## src/rtl/add_sub_acc_mc_if.sv

```systemverilog
// Purpose: op-request / result-beat bundle for add_sub_acc_mc.
//   master : op source and result consumer (drives in_*, out_ready)
//   slave  : the accumulator (drives in_ready, out_*)
// Request : in_valid, in_ready, in_ch[CW], in_op[2], in_data[N]
// Result  : out_valid, out_ready, out_ch[CW], out_sum[N], out_carry, out_ovf, out_sat, out_err
interface add_sub_acc_mc_if #(
  parameter int unsigned N  = 8,
  parameter int unsigned CH = 4
);
  localparam int unsigned CW = (CH > 1) ? $clog2(CH) : 1;

  logic          in_valid;
  logic          in_ready;
  logic [CW-1:0] in_ch;
  logic [1:0]    in_op;
  logic [N-1:0]  in_data;

  logic          out_valid;
  logic          out_ready;
  logic [CW-1:0] out_ch;
  logic [N-1:0]  out_sum;
  logic          out_carry;
  logic          out_ovf;
  logic          out_sat;
  logic          out_err;

  modport master (
    output in_valid, in_ch, in_op, in_data, out_ready,
    input  in_ready, out_valid, out_ch, out_sum, out_carry, out_ovf, out_sat, out_err
  );

  modport slave (
    input  in_valid, in_ch, in_op, in_data, out_ready,
    output in_ready, out_valid, out_ch, out_sum, out_carry, out_ovf, out_sat, out_err
  );
endinterface

```

## src/rtl/add_sub_acc_mc.sv

```systemverilog
// Purpose: CH-channel N-bit add/subtract accumulator with a 1-deep registered result
//   stage, carry/borrow and signed-overflow flags, and per-channel sticky overflow.
// Ports:
//   clk        : clock, posedge
//   aclr       : synchronous active-low reset
//   bus        : add_sub_acc_mc_if.slave (op request in, result beat out)
//   ovf_sticky : per-channel sticky overflow, cleared by load/clear on that channel
// Build option: define ADD_SUB_SAT_EN to clamp overflowing results to the signed
//   limits (out_sat reports the clamp); otherwise results wrap and out_sat is 0.
module add_sub_acc_mc #(
  parameter int unsigned N  = 8,
  parameter int unsigned CH = 4
) (
  input  logic                  clk,
  input  logic                  aclr,
  add_sub_acc_mc_if.slave       bus,
  output logic [CH-1:0]         ovf_sticky
);
  localparam int unsigned CW = (CH > 1) ? $clog2(CH) : 1;

  typedef enum logic [1:0] {
    OP_ADD  = 2'b00,
    OP_SUB  = 2'b01,
    OP_LOAD = 2'b10,
    OP_CLR  = 2'b11
  } op_e;

  logic [CH-1:0][N-1:0] acc_q;
  logic [CH-1:0]        sticky_q;

  logic          out_valid_q;
  logic [CW-1:0] out_ch_q;
  logic [N-1:0]  out_sum_q;
  logic          out_carry_q;
  logic          out_ovf_q;
  logic          out_sat_q;
  logic          out_err_q;

  op_e           op;
  logic          accept;
  logic [CH-1:0] sel;
  logic          ch_ok;
  logic [N-1:0]  s;
  logic [N:0]    sum_ext;
  logic [N:0]    diff_ext;
  logic [N-1:0]  r;
  logic          c;
  logic          ovf;
  logic          sat;

  assign op       = op_e'(bus.in_op);
  assign bus.in_ready = ~out_valid_q | bus.out_ready;
  assign accept   = bus.in_valid & bus.in_ready;

  // Channel decode and current accumulator read; an out-of-range channel selects nothing.
  always_comb begin
    sel   = '0;
    ch_ok = 1'b0;
    s     = '0;
    for (int unsigned i = 0; i < CH; i++) begin
      if (bus.in_ch == CW'(i)) begin
        sel[i] = 1'b1;
        ch_ok  = 1'b1;
        s      = acc_q[i];
      end
    end
  end

  assign sum_ext  = {1'b0, s} + {1'b0, bus.in_data};
  assign diff_ext = {1'b0, s} - {1'b0, bus.in_data};

  // Result and flags for the presented op.
  always_comb begin
    r   = '0;
    c   = 1'b0;
    ovf = 1'b0;
    sat = 1'b0;
    case (op)
      OP_ADD: begin
        r   = sum_ext[N-1:0];
        c   = sum_ext[N];
        ovf = (s[N-1] == bus.in_data[N-1]) && (sum_ext[N-1] != s[N-1]);
      end
      OP_SUB: begin
        r   = diff_ext[N-1:0];
        c   = diff_ext[N];
        ovf = (s[N-1] != bus.in_data[N-1]) && (diff_ext[N-1] != s[N-1]);
      end
      OP_LOAD: r = bus.in_data;
      OP_CLR:  r = '0;
      default: r = '0;
    endcase
`ifdef ADD_SUB_SAT_EN
    // Overflow direction follows the accumulator sign: a positive S can only overflow upward.
    if (ovf) begin
      sat = 1'b1;
      r   = s[N-1] ? {1'b1, {(N-1){1'b0}}} : {1'b0, {(N-1){1'b1}}};
    end
`endif
    if (!ch_ok) begin
      r   = '0;
      c   = 1'b0;
      ovf = 1'b0;
      sat = 1'b0;
    end
  end

  // Accumulators, sticky bits and the result register.
  always_ff @(posedge clk) begin
    if (!aclr) begin
      acc_q       <= '0;
      sticky_q    <= '0;
      out_valid_q <= 1'b0;
      out_ch_q    <= '0;
      out_sum_q   <= '0;
      out_carry_q <= 1'b0;
      out_ovf_q   <= 1'b0;
      out_sat_q   <= 1'b0;
      out_err_q   <= 1'b0;
    end else if (accept) begin
      out_valid_q <= 1'b1;
      out_ch_q    <= bus.in_ch;
      out_sum_q   <= r;
      out_carry_q <= c;
      out_ovf_q   <= ovf;
      out_sat_q   <= sat;
      out_err_q   <= ~ch_ok;
      for (int unsigned i = 0; i < CH; i++) begin
        if (sel[i]) begin
          acc_q[i]    <= r;
          sticky_q[i] <= (op == OP_LOAD || op == OP_CLR) ? 1'b0 : (sticky_q[i] | ovf);
        end
      end
    end else if (bus.out_ready) begin
      out_valid_q <= 1'b0;
    end
  end

  assign bus.out_valid = out_valid_q;
  assign bus.out_ch    = out_ch_q;
  assign bus.out_sum   = out_sum_q;
  assign bus.out_carry = out_carry_q;
  assign bus.out_ovf   = out_ovf_q;
  assign bus.out_sat   = out_sat_q;
  assign bus.out_err   = out_err_q;
  assign ovf_sticky    = sticky_q;
endmodule

```

## src/flat_wrapper.sv

```systemverilog
// flat-port wrapper written by rule: the top's interface ports become plain ports
module add_sub_acc_mc_flat 
#(
  parameter int unsigned N  = 8,
  parameter int unsigned CH = 4
)
  (clk, aclr, ovf_sticky, bus_in_valid, bus_in_ch, bus_in_op, bus_in_data, bus_out_ready, bus_in_ready, bus_out_valid, bus_out_ch, bus_out_sum, bus_out_carry, bus_out_ovf, bus_out_sat, bus_out_err);
  add_sub_acc_mc_if #(.N(N), .CH(CH)) bus_i ();
  input  logic clk;
  input  logic aclr;
  output logic [CH-1:0] ovf_sticky;
  input wire logic [$bits(bus_i.in_valid)-1:0] bus_in_valid;
  input wire logic [$bits(bus_i.in_ch)-1:0] bus_in_ch;
  input wire logic [$bits(bus_i.in_op)-1:0] bus_in_op;
  input wire logic [$bits(bus_i.in_data)-1:0] bus_in_data;
  input wire logic [$bits(bus_i.out_ready)-1:0] bus_out_ready;
  output wire logic [$bits(bus_i.in_ready)-1:0] bus_in_ready;
  output wire logic [$bits(bus_i.out_valid)-1:0] bus_out_valid;
  output wire logic [$bits(bus_i.out_ch)-1:0] bus_out_ch;
  output wire logic [$bits(bus_i.out_sum)-1:0] bus_out_sum;
  output wire logic [$bits(bus_i.out_carry)-1:0] bus_out_carry;
  output wire logic [$bits(bus_i.out_ovf)-1:0] bus_out_ovf;
  output wire logic [$bits(bus_i.out_sat)-1:0] bus_out_sat;
  output wire logic [$bits(bus_i.out_err)-1:0] bus_out_err;
  assign bus_i.in_valid = bus_in_valid;
  assign bus_i.in_ch = bus_in_ch;
  assign bus_i.in_op = bus_in_op;
  assign bus_i.in_data = bus_in_data;
  assign bus_i.out_ready = bus_out_ready;
  assign bus_in_ready = bus_i.in_ready;
  assign bus_out_valid = bus_i.out_valid;
  assign bus_out_ch = bus_i.out_ch;
  assign bus_out_sum = bus_i.out_sum;
  assign bus_out_carry = bus_i.out_carry;
  assign bus_out_ovf = bus_i.out_ovf;
  assign bus_out_sat = bus_i.out_sat;
  assign bus_out_err = bus_i.out_err;
  add_sub_acc_mc #(.N(N), .CH(CH)) u_core (.clk(clk), .aclr(aclr), .bus(bus_i), .ovf_sticky(ovf_sticky));
endmodule
```

## config.mk

```make
export PLATFORM = sky130hd
export DESIGN_NAME = add_sub_acc_mc_flat
export DESIGN_NICKNAME = d
export VERILOG_FILES = /design/src/rtl/add_sub_acc_mc_if.sv /design/src/rtl/add_sub_acc_mc.sv /design/src/flat_wrapper.sv
export SDC_FILE = /design/constraint.sdc
export NUM_CORES = 1
export LEC_CHECK = 0
export BUFFER_PORTS_ARGS = -buffer_cell sky130_fd_sc_hd__buf_4
export CELL_PAD_IN_SITES_DETAIL_PLACEMENT = 0
export CELL_PAD_IN_SITES_GLOBAL_PLACEMENT = 1
export CORE_MARGIN = 2
export CORE_UTILIZATION = 45
export CTS_BUF_LIST = sky130_fd_sc_hd__clkbuf_8
export DETAILED_ROUTE_END_ITERATION = 10
export GPL_TIMING_DRIVEN = 0
export HOLD_SLACK_MARGIN = 0.03
export MAX_ROUTING_LAYER = met4
export PLACE_DENSITY_LB_ADDON = 0.2
export SLEW_MARGIN = 40
export SYNTH_ARGS = -nofsm -noshare
export SYNTH_HDL_FRONTEND = slang
export SYNTH_SLANG_ARGS = --single-unit
```

## constraint.sdc

```tcl
create_clock -name clk -period 11.1 [get_ports clk]
set_clock_uncertainty 0.2 [all_clocks]
set_input_delay 2.22 -clock clk [delete_from_list [all_inputs] [get_ports clk]]
set_output_delay 2.22 -clock clk [all_outputs]
set_load 0.1 [all_outputs]
```

==> results.md, run 1 <==
- Crit. End Element: register
- Pre-CTS setup slack: 5410 ps
- Root Driver: clkbuf_8
- Placed Cells incl. Taps: between 400 and 500
- Die area: 0.00678 mm2
- Initial antenna violation count: 0
- Most used standard cell by instance count after synthesis: dfxtp_1
- Dominant cell type by area after synthesis: dfxtp_1
- Mapped Cells: 315
- Max cap viols: 0
- Slew headroom: 54.4%
- Top-area cell type share of the netlist area: a little over a third
- WL/cell: 16.8 um
- Pin count of the biggest net entering global routing: 16
- I/O Pins: 36
- Core area: 0.00592 mm2
- P&R area growth vs syn: 15.8%
- Initial DRC count: 80
- Outcome: finished clean
- First-pass GRT wire length: around 12 mm
- Vias in the first global route: 2,325
- CP top delay family: compound AO/OA/AOI/OAI gates
- Worst stage delay on the critical path: around 600 ps
- Crit path from: bus_in_ch[0]
- Cts bufs inserted: 5
- CTS tree: done
- Number of flops mapped to enable cells by yosys: 0
- ANT nets after route: 0
- Cell Chain, Critical Path: buf_4 -> buf_2 -> mux4_2 -> inv_1 -> ha_1 -> inv_1 -> fa_1 -> a21oi_1 -> o22ai_1 -> or2_2 -> mux2i_1 -> a211oi_2 -> a211oi_1
- Fin nets: 390
- Setup_tns: 0 ps
- Synth cell count leaders: dfxtp_1 (50), nor2_1 (33), a21oi_1 (27)
- Hold Path Class: reg -> reg
- Starting Density: 46.7%
- Clock transition at the registers of the reported paths: 80 ps
- H-Tree Depth: 2
- Die W: 82.4 um
- Top post-synthesis cells by area: dfxtp_1 (36%), ha_1 (7.2%), mux4_2 (6.5%)
- Via count: 2,435
- Gp weighted congestion: just under 0.8
- GRT Residual Overflow: 0
- Final setup vio count: 0
- Max Slew Vio Count: 0
- Mapped Nets: 349
- WP buf/inv: 4
- Clk Latency, worst-skew pair: 300 ps
- Drc violations: 0
- Util after Layout: 54.0%
- Mean Syn Cell Area: 8.77 um2
- Non-filler cells, final: 432
- Crit-path max FO: 10
- Worst setup margin: roughly 5600 ps
- Post-Syn Area: approximately 0.0028 mm2
- Crit path DAT: 5420 ps
- Fmax: ~180 MHz
- DP HPWL: 5.35 mm
- Worst slew pin tran: 681 ps
- Startpoint class of the critical path: input port
- Row cnt: 28
- Register area share after synthesis: 36.2%
- Via/cell ratio: 5.64
- Post-CTS sizing: 0
- Crit path required time: between 10,000 and 15,000 ps
- Cts hold-fix bufs: 0
- #FFs+latches synth: 50
- Slowest CP cell: mux4_2
- Post-synth ARST share: 0%
- Synth warn: 0
- Crit path top cell by count: inv_1
- Post-CTS setup buffer count: 0
- Share of cells above drive strength 1: 19.3%
- Fill cell count: 573
- Final Routed Wirelength: 7.25 mm
- Antenna Cells: 0
- Leakage Power: 1.30 nW
- RSZ-0062 raised after global routing: false
- Max IR drop VDD: 0.0917 mV
- Min Tclk post-route: 5460 ps
- Hold Vio Cnt, Final: 0
- PD cells: 130 mW/mm2
- GRT Util Overall: about a quarter
- Maximum clock insertion buffer count: 2
- CP Class: in -> reg
- I/O Buffers: 34
- Power Total: 0.417 mW
- First-pass iteration count of the detailed router: 5
- Reg2reg start: u_core.acc_q[24]
- Die H: just over 80 um
- Period utilization: 49.2%
- Yosys cell types: 47
- Hold Path Origin: u_core.bus.out_ch[0]
- Prevailing post-synth register cell: dfxtp_1
- CTS Sinks: 50
==> tightest hold or removal path: cells and delay by family, from the launching register on <==
family / cells / cell delay, ps
simple gates: 1 / 50
flops: 1 / 320
compound gates: 1 / 50
==> worst paths after layout <==
kind | endpoint | slack (ps) | depth (start not counted)
min | u_core.bus.out_ch[0] | 270 | 2
max reg2reg | u_core.bus.out_sum[6] | 7760 | 11
min reg2reg | u_core.bus.out_ch[0] | 270 | 2
max | u_core.bus.out_sum[6] | 5640 | 13
==> registers in the layout, indices dropped and copies added, names as in the netlist <==
signal	flops
u_core.acc_q	32
u_core.bus.out_carry	1
u_core.ovf_sticky	4
u_core.bus.out_ch	2
u_core.bus.out_sum	8
u_core.bus.out_valid	1
u_core.bus.out_ovf	1
u_core.bus.out_err	1
==> cell families after synthesis <==
kind of cell,synth area share (%)
muxes,8.51
xor gates and xnor gates,1.90
adders and majority gates,8.70
and+or+nand+nor,14.7
AOI/OAI and AO/OA,24.0
DFF,36.2
buffers and inverters,5.80
other,0.136
==> cell type report <==
type                    instances  area, um2  area share [%]
flip-flops and latches         50       1000            31.3
repair buffers                 34        255            7.98
plain buffers                  21       88.8            2.78
inverters                      19       71.3            2.23
well taps                      75       93.8            2.93
clock inverters                 3       17.5           0.548
clock buffers                   5       68.8            2.15
multi-input cells             225       1600            50.1
==> report_power, final <==
part	internal [mW]	switching (mW)
Sequential	0.189	0.00472
Combinational	0.0376	0.0815
Clock	0.0437	0.0603
Total	0.270	0.147
==> placed cells by master, fill, tap and decap left out, types with 2 or more instances in the layout <==
master,instances
inv_1,19
nand3b_1,2
ha_1,16
o22ai_1,2
nand3_1,12
a31oi_1,2
a21oi_1,27
mux2i_1,4
a221oi_2,2
o221a_2,5
dfxtp_1,50
nor2_1,33
clkbuf_8,5
buf_2,5
nor2b_1,3
fa_1,2
and3_1,2
o21bai_1,2
buf_1,2
clkbuf_1,13
mux4_2,8
a2bb2oi_1,2
nor3_2,2
buf_4,35
o22a_1,2
nand2_1,21
nor3_1,3
nand2b_1,3
o21ai_0,26
xor2_1,5
a211oi_1,23
==> metrics by stage <==
| step | hold WS, ps | cell area, um2 |
|---|---|---|
| 2_1_floorplan | 275 | 2760 |
| 4_1_cts | 275 | 3200 |
| 6_report | 266 | 3200 |
| 5_1_grt | 296 | 3200 |
| 3_5_place_dp | 257 | 3110 |
| 3_3_place_gp | 256 | 3110 |
==> layer usage <==
layer	routed length [um]	share of wire, %	vias to the layer above	track usage (%)
li1	-	-	1210	-
met1	3500	48	1166	32.3
met2	3400	47	49	36.1
met3	246	3.4	10	2.72
met4	108	1.5	0	7.67
met5	0	0	-	-
Note: power is estimated with default switching activity, not from simulation.
==> run 2, diff against run 1 <==
--- a/config.mk
+++ b/config.mk
@@ -5,11 +5,12 @@
 export SDC_FILE = /design/constraint.sdc
 export NUM_CORES = 1
 export LEC_CHECK = 0
+export ABC_AREA = 1
 export BUFFER_PORTS_ARGS = -buffer_cell sky130_fd_sc_hd__buf_4
 export CELL_PAD_IN_SITES_DETAIL_PLACEMENT = 0
 export CELL_PAD_IN_SITES_GLOBAL_PLACEMENT = 1
 export CORE_MARGIN = 2
-export CORE_UTILIZATION = 45
+export CORE_UTILIZATION = 40
 export CTS_BUF_LIST = sky130_fd_sc_hd__clkbuf_8
 export DETAILED_ROUTE_END_ITERATION = 10
 export GPL_TIMING_DRIVEN = 0
==> constraint.sdc (replaced) <==
create_clock -name clk -period 4.4 [get_ports clk]
set_clock_uncertainty 0.2 [all_clocks]
set_input_delay 0.88 -clock clk [delete_from_list [all_inputs] [get_ports clk]]
set_output_delay 0.88 -clock clk [all_outputs]
set_load 0.1 [all_outputs]
==> run 2 against run 1 <==
Utilization down 6.3 points; die area is 31% higher; hold slack got worse by 28 ps; power rose to 2.8 times the previous value; area after synthesis is 18% higher; final area rose by 17%; worst setup slack worse by 4500 ps; sequential share of layout area decreased by 4.4 points; combinational power rose to 3.2 times the previous value; largest power group unchanged.
==> results.md, run 2 <==
- Crit-path max FO: 8 (was 10)
- Max reg flops: 32 (unchanged)
- Mapped Nets: 497 (was 349)
- Mean Syn Cell Area: 7.05 um2 (was 8.77 um2)
- PD cells: 310 mW/mm2 (was 130 mW/mm2)
- Crit. End Element: register (unchanged)
- Cts hold-fix bufs: 0 (unchanged)
- Crit path from: bus_in_ch[1] (was bus_in_ch[0])
- Util after Layout: 47.7% (was 54.0%)
- Via/cell ratio: 5.04 (was 5.64)
- Reg-to-Reg End: u_core.acc_q[19] (was u_core.bus.out_sum[6])
- Cell Chain, Critical Path: buf_6 -> inv_4 -> nor2_8 -> inv_2 -> o22ai_1 -> o22ai_1 -> inv_1 -> fa_1 -> inv_1 -> nand2_1 -> nand3_1 -> xor2_1 -> nor2_1 -> nor2_2 -> nand2_1 -> nand2_1 -> inv_1 (was buf_4 -> buf_2 -> mux4_2 -> inv_1 -> ha_1 -> inv_1 -> fa_1 -> a21oi_1 -> o22ai_1 -> or2_2 -> mux2i_1 -> a211oi_2 -> a211oi_1)
- H-Tree Depth: 2 (unchanged)
- Min Tclk post-route: between 3000 and 4000 ps
- Synth warn: 0 (unchanged)
- Cts bufs inserted: 5 (unchanged)
- First-pass iteration count of the detailed router: 4 (was 5)
- Biggest register: u_core.acc_q (unchanged)
- CP endpoint: u_core.acc_q[4] (was u_core.bus.out_sum[6])
- DP HPWL: 6.91 mm (was 5.35 mm)
- Top post-synthesis cells by area: dfxtp_1 (31%), nand2_1 (10%), inv_1 (7.5%) (was dfxtp_1 (36%), ha_1 (7.2%), mux4_2 (6.5%))
- Row cnt: 32 (was 28)
- Most used standard cell by instance count after synthesis: nand2_1 (was dfxtp_1)
- Setup_tns: 0 ps (unchanged)
- First-pass GRT wire length: 14.4 mm (was 11.6 mm)
- Die area: 0.00890 mm2 (was 0.00678 mm2)
- Die W: 94.3 um (was 82.4 um)
- Hold Vio Cnt, Final: 0 (unchanged)
- Outcome: finished clean (unchanged)
- Commonest cells after routing, fill and taps aside: nand2_1 (88), inv_1 (65), dfxtp_1 (50) (was dfxtp_1 (50), buf_4 (35), nor2_1 (33))
- I/O Buffers: 32 (was 34)
- ANT nets after route: 0 (unchanged)
- Top-area cell type share of the netlist area: 30.7% (was 36.2%)
- Drc violations: 0 (unchanged)
- Leading cell type in the layout, fill and taps excluded: nand2_1 (was dfxtp_1)
- I/O Pins: 36 (unchanged)
- Max Slew Vio Count: 0 (unchanged)
- Maximum clock insertion buffer count: 2 (unchanged)
- Hold Path Class: reg -> reg (unchanged)
- CTS tree: done (unchanged)
- RSZ-0062 raised after global routing: false (unchanged)
- Reg2Reg Depth: 11 (unchanged)
- Max IR drop VDD: 0.241 mV (was 0.0917 mV)
- Prevailing post-synth register cell: dfxtp_1 (unchanged)
- Clk Latency, worst-skew pair: 310 ps (was 300 ps)
- Core area: 0.00781 mm2 (was 0.00592 mm2)
- Crit path DAT: 3240 ps (was 5420 ps)
- CP Class: in -> reg (unchanged)
- Hold path depth: 2 (unchanged)
- Clock transition at the registers of the reported paths: 90 ps (was 80 ps)
- Post-Syn Area: 0.00326 mm2 (was 0.00276 mm2)
- Dominant cell type by area after synthesis: dfxtp_1 (unchanged)
- Post-synth ARST share: 0% (unchanged)
- Leakage Power: 1.76 nW (was 1.30 nW)
- GRT Residual Overflow: 0 (unchanged)
- GRT Util Overall: 21.5% (was 23.5%)
- Fmax: between 300 and 400 MHz
- Startpoint class of the critical path: input port (unchanged)
- Worst stage delay on the critical path: 460 ps (was 600 ps)
- Reg2Reg Setup Slack: 1810 ps (was 7760 ps)
- Gp weighted congestion: 0.884 (was 0.781)
- Final Routed Wirelength: 8.82 mm (was 7.25 mm)
- Reg2reg start: u_core.acc_q[2] (was u_core.acc_q[24])
- Die H: 94.3 um (was 82.4 um)
- Mapped Cells: 463 (was 315)
- Max cap viols: 0 (unchanged)
- P&R area growth vs syn: 14.2% (was 15.8%)
- Register area share after synthesis: 30.7% (was 36.2%)
- #FFs+latches synth: 50 (unchanged)
- Pin count of the biggest net entering global routing: 16 (unchanged)
- Initial antenna violation count: 0 (unchanged)
- Share of cells above drive strength 1: 22.1% (was 19.3%)
- Post-CTS setup buffer count: 0 (unchanged)
- Initial DRC count: 183 (was 80)
- Antenna Cells: 0 (unchanged)
- CTS Sinks: 50 (unchanged)
- Synth cell count leaders: nand2_1 (88), inv_1 (65), dfxtp_1 (50) (was dfxtp_1 (50), nor2_1 (33), a21oi_1 (27))
- Slew headroom: 60.1% (was 54.4%)
- Post-CTS sizing: 0 (unchanged)
- WL/cell: 14.6 um (was 16.8 um)
- Crit path required time: 4410 ps (was 11,060 ps)
- Via count: 3,050 (was 2,435)
- Yosys cell types: 35 (was 47)
- Fin nets: 536 (was 390)
- Slowest CP cell: fa_1 (was mux4_2)
- Number of flops mapped to enable cells by yosys: 0 (unchanged)
- Period utilization: 73.3%
- Starting Density: 41.8% (was 46.7%)
- Final setup vio count: 0 (unchanged)
- Root Driver: clkbuf_8 (unchanged)
- Vias in the first global route: 2,866 (was 2,325)
- Worst slew pin tran: 598 ps (was 681 ps)
## run 2: cell count changes after synthesis, moves of 7 or more
| cell | previous run | this run |
|---|---|---|
| a211oi_1 | 23 | 0 |
| nand2_1 | 21 | 88 |
| mux4_2 | 8 | 0 |
| a21oi_2 | 0 | 9 |
| inv_2 | 0 | 11 |
| clkbuf_1 | 13 | 4 |
| o21ai_0 | 26 | 44 |
| buf_6 | 0 | 7 |
| nand2_2 | 0 | 11 |
| inv_1 | 18 | 65 |
| a21oi_1 | 27 | 37 |
| nand3_1 | 12 | 28 |
## run 2: metal layers
metal  wire [um]  up-vias  GRT usage [%]
met5           0        -              -
met3         292        4           2.89
met4          42        0           2.90
li1            -     1561              -
met2        4010       50           33.5
met1        4470     1435           30.6
## run 2: cell type report
| class | instances | area (um2) |
|---|---|---|
| Fill cell | 819 | 4080 |
| Multi-Input combinational cell | 318 | 1830 |
| Sequential cell | 50 | 1000 |
| Inverter | 78 | 298 |
| Timing Repair Buffer | 32 | 240 |
| Buffer | 17 | 135 |
| Tap cell | 102 | 128 |
| Clock buffer | 6 | 82.6 |
| Clock inverter | 2 | 12.5 |
## run 2: kinds of logic after synthesis
family | after synthesis | synth area share (%)
AO/OA/AOI/OAI | 107 | 19.0
buffers and inverters | 95 | 13.3
adder cells (fa/ha/maj) | 18 | 7.36
AND/OR/NAND/NOR | 191 | 29.3
flip-flops | 50 | 30.7
other | 1 | 0.115
XOR/XNOR | 1 | 0.268
## run 2: power by group
part | total, mW | switching, mW | leakage (nW) | internal [mW]
Clock | 0.288 | 0.161 | 0.0472 | 0.127
Sequential | 0.487 | 0.0110 | 0.409 | 0.476
Combinational | 0.380 | 0.269 | 1.30 | 0.111
Total | 1.15 | 0.441 | 1.76 | 0.714
## run 2: worst min path at each step
stage	startpoint	slack, ps	to
after CTS	u_core.bus.out_err	240	u_core.bus.out_err
after floorplan	u_core.acc_q[25]	230	u_core.acc_q[25]
after global routing	u_core.bus.out_err	280	u_core.bus.out_err
after global placement	u_core.bus.out_err	220	u_core.bus.out_err
after detailed placement	u_core.bus.out_err	230	u_core.bus.out_err
final	u_core.bus.out_err	240	u_core.bus.out_err
## run 2: stage by stage
| step | power (mW) | hold WS, ps | instance area [um2] | setup slack [ps] | instances |
|---|---|---|---|---|---|
| 5_1_grt | 1.22 | 282 | 3730 | 1000 | 605 |
| 4_1_cts | 1.16 | 239 | 3730 | 1180 | 605 |
| 2_1_floorplan | 0.785 | 227 | 3260 | 1300 | 463 |
| 3_5_place_dp | 0.878 | 226 | 3630 | 862 | 597 |
| 3_3_place_gp | 0.873 | 224 | 3630 | 855 | 597 |
| 6_report | 1.15 | 238 | 3730 | 1180 | 605 |
## run 2: worst max-delay path, delay by kind of cell
kind / cells / cell delay (ps)
fa+ha+maj: 1 / 460
compound gates: 2 / 440
simple gates: 7 / 660
xor+xnor: 1 / 160
buf+inv: 6 / 620
==> run 3, diff against run 2 <==
--- a/config.mk
+++ b/config.mk
@@ -5,12 +5,12 @@
 export SDC_FILE = /design/constraint.sdc
 export NUM_CORES = 1
 export LEC_CHECK = 0
-export ABC_AREA = 1
+export ABC_AREA = 0
 export BUFFER_PORTS_ARGS = -buffer_cell sky130_fd_sc_hd__buf_4
 export CELL_PAD_IN_SITES_DETAIL_PLACEMENT = 0
 export CELL_PAD_IN_SITES_GLOBAL_PLACEMENT = 1
 export CORE_MARGIN = 2
-export CORE_UTILIZATION = 40
+export CORE_UTILIZATION = 45
 export CTS_BUF_LIST = sky130_fd_sc_hd__clkbuf_8
 export DETAILED_ROUTE_END_ITERATION = 10
 export GPL_TIMING_DRIVEN = 0
==> constraint.sdc (replaced) <==
create_clock -name clk -period 3.2 [get_ports clk]
set_clock_uncertainty 0.2 [all_clocks]
set_input_delay 0.64 -clock clk [delete_from_list [all_inputs] [get_ports clk]]
set_output_delay 0.64 -clock clk [all_outputs]
set_load 0.1 [all_outputs]
==> run 3 against run 2 <==
Worst setup slack got worse by 1100 ps; cell count decreased by 28%; first-iteration DRC count is 45% lower; hold slack better by 21 ps; combinational power is 28% higher; global-route usage increased by 2.5 points; power grew 39%; final area shrank 5.5%; utilization up 12 points; register-to-register slack lost 1600 ps; non-clock buffer count increased by 12; count of clock-buffer cells in the layout decreased by 1.
==> results.md, run 3 (synthesized netlist as in run 1, its figures left out) <==
- Die area: 0.00678 mm2 (was 0.00890 mm2)
- Min Tclk post-route: roughly 3100 ps
- Sw Ratio: 34.0% (was 38.1%)
- Biggest register: u_core.acc_q (unchanged)
- Core area: 0.00592 mm2 (was 0.00781 mm2)
- Row cnt: 28 (was 32)
- Pin count of the biggest net entering global routing: 17 (was 16)
- Commonest cells after routing, fill and taps aside: dfxtp_1 (50), buf_4 (42), nor2_1 (32) (was nand2_1 (88), inv_1 (65), dfxtp_1 (50))
- Placed Area: 0.00321 mm2 (was 0.00363 mm2)
- Fill cell count: 533 (was 819)
- I/O Pins: 36 (unchanged)
- Crit. End Element: register (unchanged)
- RSZ-0062 raised after global routing: true (was false)
- I/O Buffers: 34 (was 32)
- Final setup vio count: 0 (unchanged)
- Max Slew Vio Count: 0 (unchanged)
- Slowest CP cell: mux4_2 (was fa_1)
- CP Class: in -> reg (unchanged)
- Leading cell type in the layout, fill and taps excluded: dfxtp_1 (was nand2_1)
- Hold Path Class: reg -> reg (unchanged)
- Slew headroom: 53.4% (was 60.1%)
- Logic pwr share: 30.2% (was 32.9%)
- Via count: 2,509 (was 3,050)
- Period utilization: 98.1%
- CTS tree: done (unchanged)
- Outcome: finished clean (unchanged)
- H-Tree Depth: 2 (unchanged)
- Die H: 82.4 um (was 94.3 um)
- Share of cells above drive strength 1: 28.1% (was 22.1%)
- WP buf/inv: 2 (was 6)
- Fin area: 0.00352 mm2 (was 0.00373 mm2)
- Crit path top cell by count: a221oi_4
- Vias in the first global route: 2,297 (was 2,866)
- P_int: 1.06 mW (was 0.714 mW)
- Max reg flops: 32 (unchanged)
- Drc violations: 0 (unchanged)
- Hold Vio Cnt, Final: 0 (unchanged)
- Cell Chain, Critical Path: buf_12 -> mux4_2 -> ha_4 -> inv_2 -> a221o_1 -> a221oi_4 -> xor2_2 -> a221oi_4 -> a21oi_1 (was buf_6 -> inv_4 -> nor2_8 -> inv_2 -> o22ai_1 -> o22ai_1 -> inv_1 -> fa_1 -> inv_1 -> nand2_1 -> nand3_1 -> xor2_1 -> nor2_1 -> nor2_2 -> nand2_1 -> nand2_1 -> inv_1)
- Final Routed Wirelength: 7.54 mm (was 8.82 mm)
- CP top delay family: compound AO/OA/AOI/OAI gates (was simple AND/OR/NAND/NOR gates)
- Crit path required time: 3180 ps (was 4410 ps)
- Cts bufs inserted: 5 (unchanged)
- CTS Sinks: 50 (unchanged)
- GRT Residual Overflow: 0 (unchanged)
- ANT nets after route: 0 (unchanged)
- Via/cell ratio: 5.73 (was 5.04)
- Initial antenna violation count: 0 (unchanged)
- Clk Latency, worst-skew pair: 310 ps (about the same)
- Starting Density: 46.7% (was 41.8%)
- Crit path DAT: 3110 ps (was 3240 ps)
- Pre-CTS setup slack: -575 ps (was 862 ps)
- Maximum clock insertion buffer count: 2 (unchanged)
- Die W: 82.4 um (was 94.3 um)
- WL/cell: 17.2 um (was 14.6 um)
- Worst setup margin: 61.3 ps (was 1180 ps)
- Gp weighted congestion: 0.885 (was 0.884)
- Hold slack final: 260 ps (was 238 ps)
- Fmax: about 320 MHz
- Fin nets: 396 (was 536)
- Worst stage delay on the critical path: 550 ps (was 460 ps)
- P&R area growth vs syn: 27.5% (was 14.2%)
- Psw: 0.548 mW (was 0.441 mW)
- First-pass iteration count of the detailed router: 4 (unchanged)
- Max cap viols: 0 (unchanged)
- PD cells: 457 mW/mm2 (was 310 mW/mm2)
- Root Driver: clkbuf_8 (unchanged)
- Clock share of power: 28.1% (was 24.9%)
- DP HPWL: 5.42 mm (was 6.91 mm)
- Clock transition at the registers of the reported paths: 100 ps (was 90 ps)
- Seq pwr share: 41.8% (was 42.2%)
- Leakage Power: 1.38 nW (was 1.76 nW)
- Initial DRC count: 101 (was 183)
- Antenna Cells: 0 (unchanged)
- GRT Util Overall: 24.0% (was 21.5%)
- Max IR drop VDD: 0.361 mV (was 0.241 mV)
- Worst slew pin tran: 696 ps (was 598 ps)
- Startpoint class of the critical path: input port (unchanged)
- Crit-path max FO: 7 (was 8)
- First-pass GRT wire length: 11.9 mm (was 14.4 mm)
-- run 3: layout make-up --
cell class                      count  area, um2  share of cell area, %
Inverter                           19       71.3                   2.02
Tap cell                           75       93.8                   2.66
Buffer                             18       73.8                   2.10
Sequential cell                    50       1000                   28.4
Clock inverter                      3       45.0                   1.28
Clock buffer                        5       68.8                   1.95
Multi-Input combinational cell    225       1830                   51.9
Timing Repair Buffer               43        339                   9.63
-- run 3: final timing paths --
| kind | startpoint | end | slack (ps) | depth (start not counted) |
|---|---|---|---|---|
| setup / recovery | bus_in_ch[0] | u_core.acc_q[15] | 60 | 9 |
| hold / removal | u_core.bus.out_ch[1] | u_core.bus.out_ch[1] | 260 | 2 |
| setup reg to reg | u_core.acc_q[29] | u_core.acc_q[15] | 200 | 8 |
| hold reg to reg | u_core.bus.out_ch[1] | u_core.bus.out_ch[1] | 260 | 2 |
-- run 3: power groups by stage --
stage | sequential [mW] | combinational, mW | clock (mW)
finish | 0.673 | 0.486 | 0.452
floorplan | 0.774 | 0.236 | 0
CTS | 0.672 | 0.469 | 0.455
global route | 0.677 | 0.520 | 0.481
global placement | 0.685 | 0.427 | 0
detailed placement | 0.686 | 0.432 | 0
-- run 3: repair_timing --
| item | 4_1_cts | 5_1_grt |
|---|---|---|
| setup buffers | 7 | 2 |
| gates resized for setup | 19 | 11 |
| pin swaps | 10 | 10 |
| setup endpoints to repair | 29 | 25 |
| hold buffers | 0 | 0 |
-- run 3: worst register-to-register path: stages, from the launching register on --
cell and delay (ps):
dfxtp_1 330, mux4_2 520, ha_4 350, inv_2 50, a221o_1 390, a221oi_4 380, xor2_2 140, a221oi_4 390
a21oi_1 120
-- run 3: layer usage --
| metal | track usage, % | share of wire, % | vias up |
|---|---|---|---|
| met5 | - | 0 | - |
| met2 | 38.1 | 48 | 66 |
| met1 | 32.7 | 46 | 1204 |
| li1 | - | - | 1228 |
| met4 | 5.67 | 1.2 | 0 |
| met3 | 2.93 | 4.9 | 11 |
-- run 3: per-stage QoR --
stage | TNS [ps] | power [mW] | utilization [%] | cells
final | 0 | 1.61 | 59.5 | 438
after global routing | -128 | 1.68 | 59.5 | 438
after CTS | -10.9 | 1.60 | 58.5 | 437
after detailed placement | -14410 | 1.12 | 54.2 | 424
after global placement | -13790 | 1.11 | 54.2 | 424
after floorplan | -30.9 | 1.01 | - | 315
